[config.mk]
export PLATFORM = sky130hd
export DESIGN_NAME = multicycle_control
export DESIGN_NICKNAME = d
export VERILOG_FILES = /design/src/rtl/cpu_ctrl_pkg.sv /design/src/rtl/multicycle_control.sv
export SDC_FILE = /design/constraint.sdc
export NUM_CORES = 1
export LEC_CHECK = 0
export CAP_MARGIN = 25
export CORE_MARGIN = 2
export CORE_UTILIZATION = 40
export CTS_CLUSTER_DIAMETER = 120
export DETAILED_ROUTE_END_ITERATION = 16
export GPL_TIMING_DRIVEN = 1
export PLACE_DENSITY = 0.84
export SKIP_LAST_GASP = 1
export SYNTH_ARGS = -nofsm -noshare
export SYNTH_HDL_FRONTEND = slang
export SYNTH_SLANG_ARGS = --single-unit
export TNS_END_PERCENT = 30
[constraint.sdc]
create_clock -name clock -period 2.25 [get_ports clock]
set_input_delay 0.45 -clock clock [delete_from_list [all_inputs] [get_ports clock]]
set_output_delay 0.45 -clock clock [all_outputs]
set_load 0.05 [all_outputs]
[src/rtl/cpu_ctrl_pkg.sv]
// Shared definitions for the multicycle CPU control path: opcodes, FSM state
// encodings, datapath select codes and the internal control-word bundle.
package cpu_ctrl_pkg;

    // Opcodes from the instruction register
    localparam logic [3:0] OpRtype = 4'h0;
    localparam logic [3:0] OpAddi  = 4'h1;
    localparam logic [3:0] OpLw    = 4'h2;
    localparam logic [3:0] OpSw    = 4'h3;
    localparam logic [3:0] OpBeq   = 4'h4;
    localparam logic [3:0] OpBne   = 4'h5;
    localparam logic [3:0] OpJ     = 4'h6;
    localparam logic [3:0] OpJal   = 4'h7;
    localparam logic [3:0] OpHalt  = 4'hF;

    // ALUOp codes
    localparam logic [1:0] AluOpAdd  = 2'd0;
    localparam logic [1:0] AluOpSub  = 2'd1;
    localparam logic [1:0] AluOpFunk = 2'd2;

    // ALUSrcB codes
    localparam logic [1:0] AluSrcBRt    = 2'd0;
    localparam logic [1:0] AluSrcBOne   = 2'd1;
    localparam logic [1:0] AluSrcBImm   = 2'd2;
    localparam logic [1:0] AluSrcBImmSh = 2'd3;

    // PCSource codes
    localparam logic [1:0] PcSrcAlu    = 2'd0;
    localparam logic [1:0] PcSrcAluOut = 2'd1;
    localparam logic [1:0] PcSrcJump   = 2'd2;

    // FSM state encodings, exported on state_out for debug
    typedef enum logic [3:0] {
        StFetch   = 4'd0,
        StDecode  = 4'd1,
        StMemAddr = 4'd2,
        StMemRd   = 4'd3,
        StMemWb   = 4'd4,
        StMemWr   = 4'd5,
        StExecR   = 4'd6,
        StExecI   = 4'd7,
        StAluWb   = 4'd8,
        StBranch  = 4'd9,
        StJump    = 4'd10,
        StJal     = 4'd11,
        StHalt    = 4'd12
    } state_e;

    // One cycle's worth of datapath control
    typedef struct packed {
        logic       ir_write;
        logic       pc_write;
        logic       pc_write_cond;
        logic       pc_write_not;
        logic       iord;
        logic       mem_read;
        logic       mem_write;
        logic       mem_to_reg;
        logic       reg_write;
        logic       reg_dst;
        logic       alu_src_a;
        logic       link_reg;
        logic [1:0] alu_src_b;
        logic [1:0] pc_source;
        logic [1:0] alu_op;
    } ctrl_t;

    function automatic logic is_legal_op(input logic [3:0] op);
        return op inside {OpRtype, OpAddi, OpLw, OpSw, OpBeq, OpBne, OpJ, OpJal, OpHalt};
    endfunction

endpackage

[src/rtl/multicycle_control.sv]
// Moore-style control FSM for a multicycle CPU. Outputs decode from the
// registered state; the only combinational input paths are the memory-stall
// gating on mem_ready, the illegal-opcode pulse in DECODE and reset gating.
module multicycle_control
    import cpu_ctrl_pkg::*;
(
    input  logic       clock,
    input  logic       reset_n,
    input  logic [3:0] op,
    input  logic [2:0] funk,
    input  logic       mem_ready,
    output logic       IRWrite,
    output logic       PCWrite,
    output logic       PCWriteCond,
    output logic       PCWriteNot,
    output logic       IorD,
    output logic       MemRead,
    output logic       MemWrite,
    output logic       MemtoReg,
    output logic       RegWrite,
    output logic       RegDst,
    output logic       ALUSrcA,
    output logic       LinkReg,
    output logic [1:0] ALUSrcB,
    output logic [1:0] PCSource,
    output logic [1:0] ALUOp,
    output logic [3:0] state_out,
    output logic       halted,
    output logic       illegal_op
);

    state_e     state_q, state_d;
    // Opcode captured in DECODE so later states ignore changes on op
    logic [3:0] op_q, op_d;
    ctrl_t      ctrl;
    logic       mem_wait;

    // funk is decoded by alu_control, not here
    logic unused_funk;
    assign unused_funk = ^funk;

    // State and latched-opcode registers
    always_ff @(posedge clock or negedge reset_n) begin
        if (!reset_n) begin
            state_q <= StFetch;
            op_q    <= OpRtype;
        end else begin
            state_q <= state_d;
            op_q    <= op_d;
        end
    end

    // Next-state decode
    always_comb begin
        state_d = state_q;
        op_d    = (state_q == StDecode) ? op : op_q;
        unique case (state_q)
            StFetch: begin
                if (mem_ready) state_d = StDecode;
            end
            StDecode: begin
                case (op)
                    OpRtype:      state_d = StExecR;
                    OpAddi:       state_d = StExecI;
                    OpLw, OpSw:   state_d = StMemAddr;
                    OpBeq, OpBne: state_d = StBranch;
                    OpJ:          state_d = StJump;
                    OpJal:        state_d = StJal;
                    OpHalt:       state_d = StHalt;
                    default:      state_d = StFetch;
                endcase
            end
            StMemAddr: begin
                state_d = (op_q == OpSw) ? StMemWr : StMemRd;
            end
            StMemRd: begin
                if (mem_ready) state_d = StMemWb;
            end
            StMemWr: begin
                if (mem_ready) state_d = StFetch;
            end
            StExecR, StExecI: begin
                state_d = StAluWb;
            end
            StMemWb, StAluWb, StBranch, StJump, StJal: begin
                state_d = StFetch;
            end
            StHalt: begin
                state_d = StHalt;
            end
            default: begin
                state_d = StFetch;
            end
        endcase
    end

    assign mem_wait = ~mem_ready &
                      ((state_q == StFetch) | (state_q == StMemRd) | (state_q == StMemWr));

    // Output decode from registered state, then stall and reset gating
    always_comb begin
        ctrl = '0;
        unique case (state_q)
            StFetch: begin
                ctrl.mem_read  = 1'b1;
                ctrl.ir_write  = 1'b1;
                ctrl.pc_write  = 1'b1;
                ctrl.alu_src_b = AluSrcBOne;
                ctrl.alu_op    = AluOpAdd;
                ctrl.pc_source = PcSrcAlu;
            end
            StDecode: begin
                ctrl.alu_src_b = AluSrcBImmSh;
                ctrl.alu_op    = AluOpAdd;
            end
            StMemAddr: begin
                ctrl.alu_src_a = 1'b1;
                ctrl.alu_src_b = AluSrcBImm;
                ctrl.alu_op    = AluOpAdd;
            end
            StMemRd: begin
                ctrl.mem_read = 1'b1;
                ctrl.iord     = 1'b1;
            end
            StMemWb: begin
                ctrl.reg_write  = 1'b1;
                ctrl.mem_to_reg = 1'b1;
            end
            StMemWr: begin
                ctrl.mem_write = 1'b1;
                ctrl.iord      = 1'b1;
            end
            StExecR: begin
                ctrl.alu_src_a = 1'b1;
                ctrl.alu_src_b = AluSrcBRt;
                ctrl.alu_op    = AluOpFunk;
            end
            StExecI: begin
                ctrl.alu_src_a = 1'b1;
                ctrl.alu_src_b = AluSrcBImm;
                ctrl.alu_op    = AluOpAdd;
            end
            StAluWb: begin
                ctrl.reg_write = 1'b1;
                // R-type writes rd, addi writes rt
                ctrl.reg_dst   = (op_q == OpRtype);
            end
            StBranch: begin
                ctrl.alu_src_a     = 1'b1;
                ctrl.alu_src_b     = AluSrcBRt;
                ctrl.alu_op        = AluOpSub;
                ctrl.pc_source     = PcSrcAluOut;
                ctrl.pc_write_cond = (op_q == OpBeq);
                ctrl.pc_write_not  = (op_q == OpBne);
            end
            StJump: begin
                ctrl.pc_write  = 1'b1;
                ctrl.pc_source = PcSrcJump;
            end
            StJal: begin
                ctrl.pc_write  = 1'b1;
                ctrl.pc_source = PcSrcJump;
                ctrl.reg_write = 1'b1;
                ctrl.link_reg  = 1'b1;
            end
            default: ;
        endcase

        // A stalled access keeps its address/strobe but commits nothing
        if (mem_wait) begin
            ctrl.ir_write   = 1'b0;
            ctrl.pc_write   = 1'b0;
            ctrl.mem_to_reg = 1'b0;
            ctrl.reg_write  = 1'b0;
        end

        // Reset is asynchronous, so enables must drop without waiting for a clock
        if (!reset_n) begin
            ctrl.ir_write      = 1'b0;
            ctrl.pc_write      = 1'b0;
            ctrl.pc_write_cond = 1'b0;
            ctrl.pc_write_not  = 1'b0;
            ctrl.mem_read      = 1'b0;
            ctrl.mem_write     = 1'b0;
            ctrl.reg_write     = 1'b0;
        end
    end

    assign IRWrite     = ctrl.ir_write;
    assign PCWrite     = ctrl.pc_write;
    assign PCWriteCond = ctrl.pc_write_cond;
    assign PCWriteNot  = ctrl.pc_write_not;
    assign IorD        = ctrl.iord;
    assign MemRead     = ctrl.mem_read;
    assign MemWrite    = ctrl.mem_write;
    assign MemtoReg    = ctrl.mem_to_reg;
    assign RegWrite    = ctrl.reg_write;
    assign RegDst      = ctrl.reg_dst;
    assign ALUSrcA     = ctrl.alu_src_a;
    assign LinkReg     = ctrl.link_reg;
    assign ALUSrcB     = ctrl.alu_src_b;
    assign PCSource    = ctrl.pc_source;
    assign ALUOp       = ctrl.alu_op;

    assign state_out  = state_q;
    assign halted     = reset_n & (state_q == StHalt);
    assign illegal_op = reset_n & (state_q == StDecode) & ~is_legal_op(op);

endmodule

==> qor.yml <==
power:
  seq_power_share_pct: 16.6
  power.internal_mw: 0.850
  p_switching_mw: 0.929
  swShare_pct: 52.2
  power.total_mw: 1.78
  power_frac_comb_pct: 77.1
  cellLeakagePower_nw: 0.561
  power.density_nw_per_um2: 1330
  clock_power_share_pct: 6.3
  ir_drop_mv: 1.09
sta:
  rsz0062_at_grt: "yes"
  slew_violations: 0
  post-route-min-period_ns: 2.24
  timing.hold.ws_ns: 0.526
  slew_headroom_pct: 66.7
  finalCritPeriodShare_pct: 99.5
  tightestPinTransition_ns: 0.498
  timing_hold_violations_final: 0
  worst_slack_ns: 0.0109
  fmax_mhz: 447
  skew_ns: 0.00656
  setup_viol: 0
cts:
  cts_buffers: 3
  path_clk_slew_ns: 0.06
  clk_latency_ns: 0.26
  htreeDepth: 1
  cts_tree: "built"
  cts_root_buf: "clkbuf_4"
  cts_hold_buf: 0
  cts_sinks: 8
  cts_setup_buffers: 0
  clockBufferDepth: 2
synth:
  synth.top_cell.area_share_pct: 27.7
  yosys.area.top_type: "dfrtp_1"
  netlist_area_um2: 723
  syn_nets: 105
  synth_top_cells_by_area: "dfrtp_1 28%, nor2_1 7.8%, mux2_4 6.2%, nand2_1 5.2%, nor3_1 4.8%"
  synth_cell_types: 36
  yosysWarningCount: 0
  ys_seq_area_share_pct: 27.7
  avgSynthCellArea_um2: 7.61
  synth-seq-cells: 8
  synthCells: 95
worst_hold_path:
  hold_path.class: "register to register"
  hold_depth: 2
  holdCritStartpoint: "op_q[1]$_DFFE_PN0P_"
critical_path:
  critPathKind: "register to output port"
  timing.rr.start: "state_out[2]$_DFFE_PN0P_"
  cp-start-kind: "register"
  cp_max_fo: 10
  crit_start: "state_out[2]$_DFFE_PN0P_"
  cp.required_ns: 1.80
  r2r_cells: 2
  crit_path_end_kind: "output port"
  crit_arrival_ns: 1.79
placed_design:
  place_congestion: 0.799
  port_buffers: 30
  dp_hpwl_mm: 1.67
  place_ws_ns: 0.105
floorplan:
  die_area_um2: 2160
  num_rows: 15
  core_region_area_um2: 1710
  start_util_pct: 42.3
  fp.dieH_um: 46.5
  pin_count: 34
  die_x_um: 46.5
detailed_routing:
  drc: 0
  vias_per_cell: 5.29
  routed_wl_mm: 2.08
  drt.antenna.violating_nets: 0
  first_pass_iters: 4
  vias: 815
  drt_iter0_drc: 24
  post_drt_wl_per_cell_um: 13.5
status:
  outcome: "completed"
cells_and_area:
  nets: 141
  num_antenna_cells: 0
  area_growth_pct: 84.8
  drive_gt1_share_pct: 39.5
  final_core_util_pct: 78.2
global_routing:
  grt_max_degree: 20
  grt_overflow: 0
  grt_first_pass_wirelength_mm: 3.38
  grt_usage_pct: 22.4
  grt_pass1_vias: 814
  antenna_found_initial: 0
flow_run:
  drv_cap: 0
[timing repair]
action,4_1_cts,5_1_grt
setup endpoints to repair,1,4
gates resized for setup,1,2
hold endpoints to repair,0,0
[cell usage in the layout (no fill, tap or decap), types with 2 or more instances in the layout]
cell type	netlist	layout
nor3_2	0	2
nor3_4	0	3
clkdlybuf4s50_1	0	7
buf_12	0	19
mux2i_1	2	2
nand2_1	10	10
dfrtp_1	8	7
o21ai_1	3	3
o21ai_0	2	2
mux2_4	3	3
clkbuf_4	0	3
xnor2_1	2	2
nor3_1	7	2
a21oi_1	4	4
nand2b_1	5	5
buf_4	1	13
inv_1	3	3
nand3_1	2	2
nor2_1	15	15
[state kept, by name (all words and copies together), names as in the netlist]
signal     cells
op_q           4
state_out      4
[cells in the mapped netlist]
master,number
a21oi_2,1
buf_2,1
nor2b_1,1
o21a_1,1
buf_4,1
inv_1,3
a311oi_1,1
maj3_1,1
a211oi_1,1
o32ai_1,1
mux2i_1,2
or2_1,1
and3b_1,1
nand2b_1,5
and3_1,1
nor4_1,1
mux2_2,1
dfrtp_1,8
inv_2,1
nand2_1,10
o211ai_1,1
nor2_1,15
nand3_1,2
o21ai_1,3
buf_6,2
a21oi_1,4
clkbuf_1,4
a21o_1,1
or4b_4,1
a31oi_1,1
xnor2_1,2
mux2_4,3
nor3b_1,3
o21ai_0,2
nor2_2,1
nor3_1,7
[kinds of logic (layout without fill, tap and decap cells)]
kind of cell / after synthesis / count (layout) / share of synthesized area [%]
DFF: 8 / 8 / 27.7
buffers and inverters: 12 / 46 / 8.99
muxes: 6 / 6 / 10.6
xor gates and xnor gates: 2 / 2 / 2.42
adders and majority gates: 1 / 1 / 1.38
AOI/OAI and AO/OA: 17 / 17 / 14.9
and+or+nand+nor: 49 / 49 / 34.1
[routing by layer]
| metal | part of all wire (%) | vias to the layer above | track usage (%) |
|---|---|---|---|
| met5 | 0 | - | 0 |
| met4 | 3.6 | 0 | 17.1 |
| met3 | 4.5 | 7 | 2.75 |
| met2 | 54 | 34 | 40.3 |
| met1 | 38 | 376 | 23.1 |
| li1 | - | 398 | - |
[final timing paths]
| kind | endpoint | slack (ns) |
|---|---|---|
| setup / recovery | illegal_op | 0.01 |
| max in group asynchronous | state_out[3]$_DFFE_PN0P_ | 1.39 |
| min in group asynchronous | state_out[3]$_DFFE_PN0P_ | 0.75 |
| setup reg to reg | op_q[3]$_DFFE_PN0P_ | 0.66 |
| hold / removal | op_q[1]$_DFFE_PN0P_ | 0.53 |
| hold reg to reg | op_q[1]$_DFFE_PN0P_ | 0.53 |
[per-stage QoR]
step | std cells | TNS (ns) | area (µm²)
after global routing | 154 | -0.0491 | 1340
after detailed placement | 151 | 0 | 1300
after global placement | 151 | 0 | 1300
after floorplan | 95 | -2.31 | 772
after CTS | 154 | 0 | 1330
final | 154 | 0 | 1340
[final cells by class]
cell class                 count  area (µm²)
multi-input combinational     75         518
clock buffer                   3        22.5
inverter                       4        15.0
timing repair buffer          39         548
tap                           25        31.3
fill                         109         372
sequential                     8         201
[worst max-delay path: stages, from the launching register on]
cell and delay, ns:
dfrtp_1 0.49, or4b_4 0.65, nor3_4 0.23, buf_12 0.16
[power groups by stage]
stage	logic [mW]	registers (mW)	clock network, mW
6_report	1.37	0.295	0.112
5_1_grt	1.44	0.308	0.118
4_1_cts	1.37	0.288	0.116
3_5_place_dp	1.36	0.290	0
3_3_place_gp	1.33	0.284	0
2_1_floorplan	0.822	0.353	0
Power figures use the tool's default switching activity.
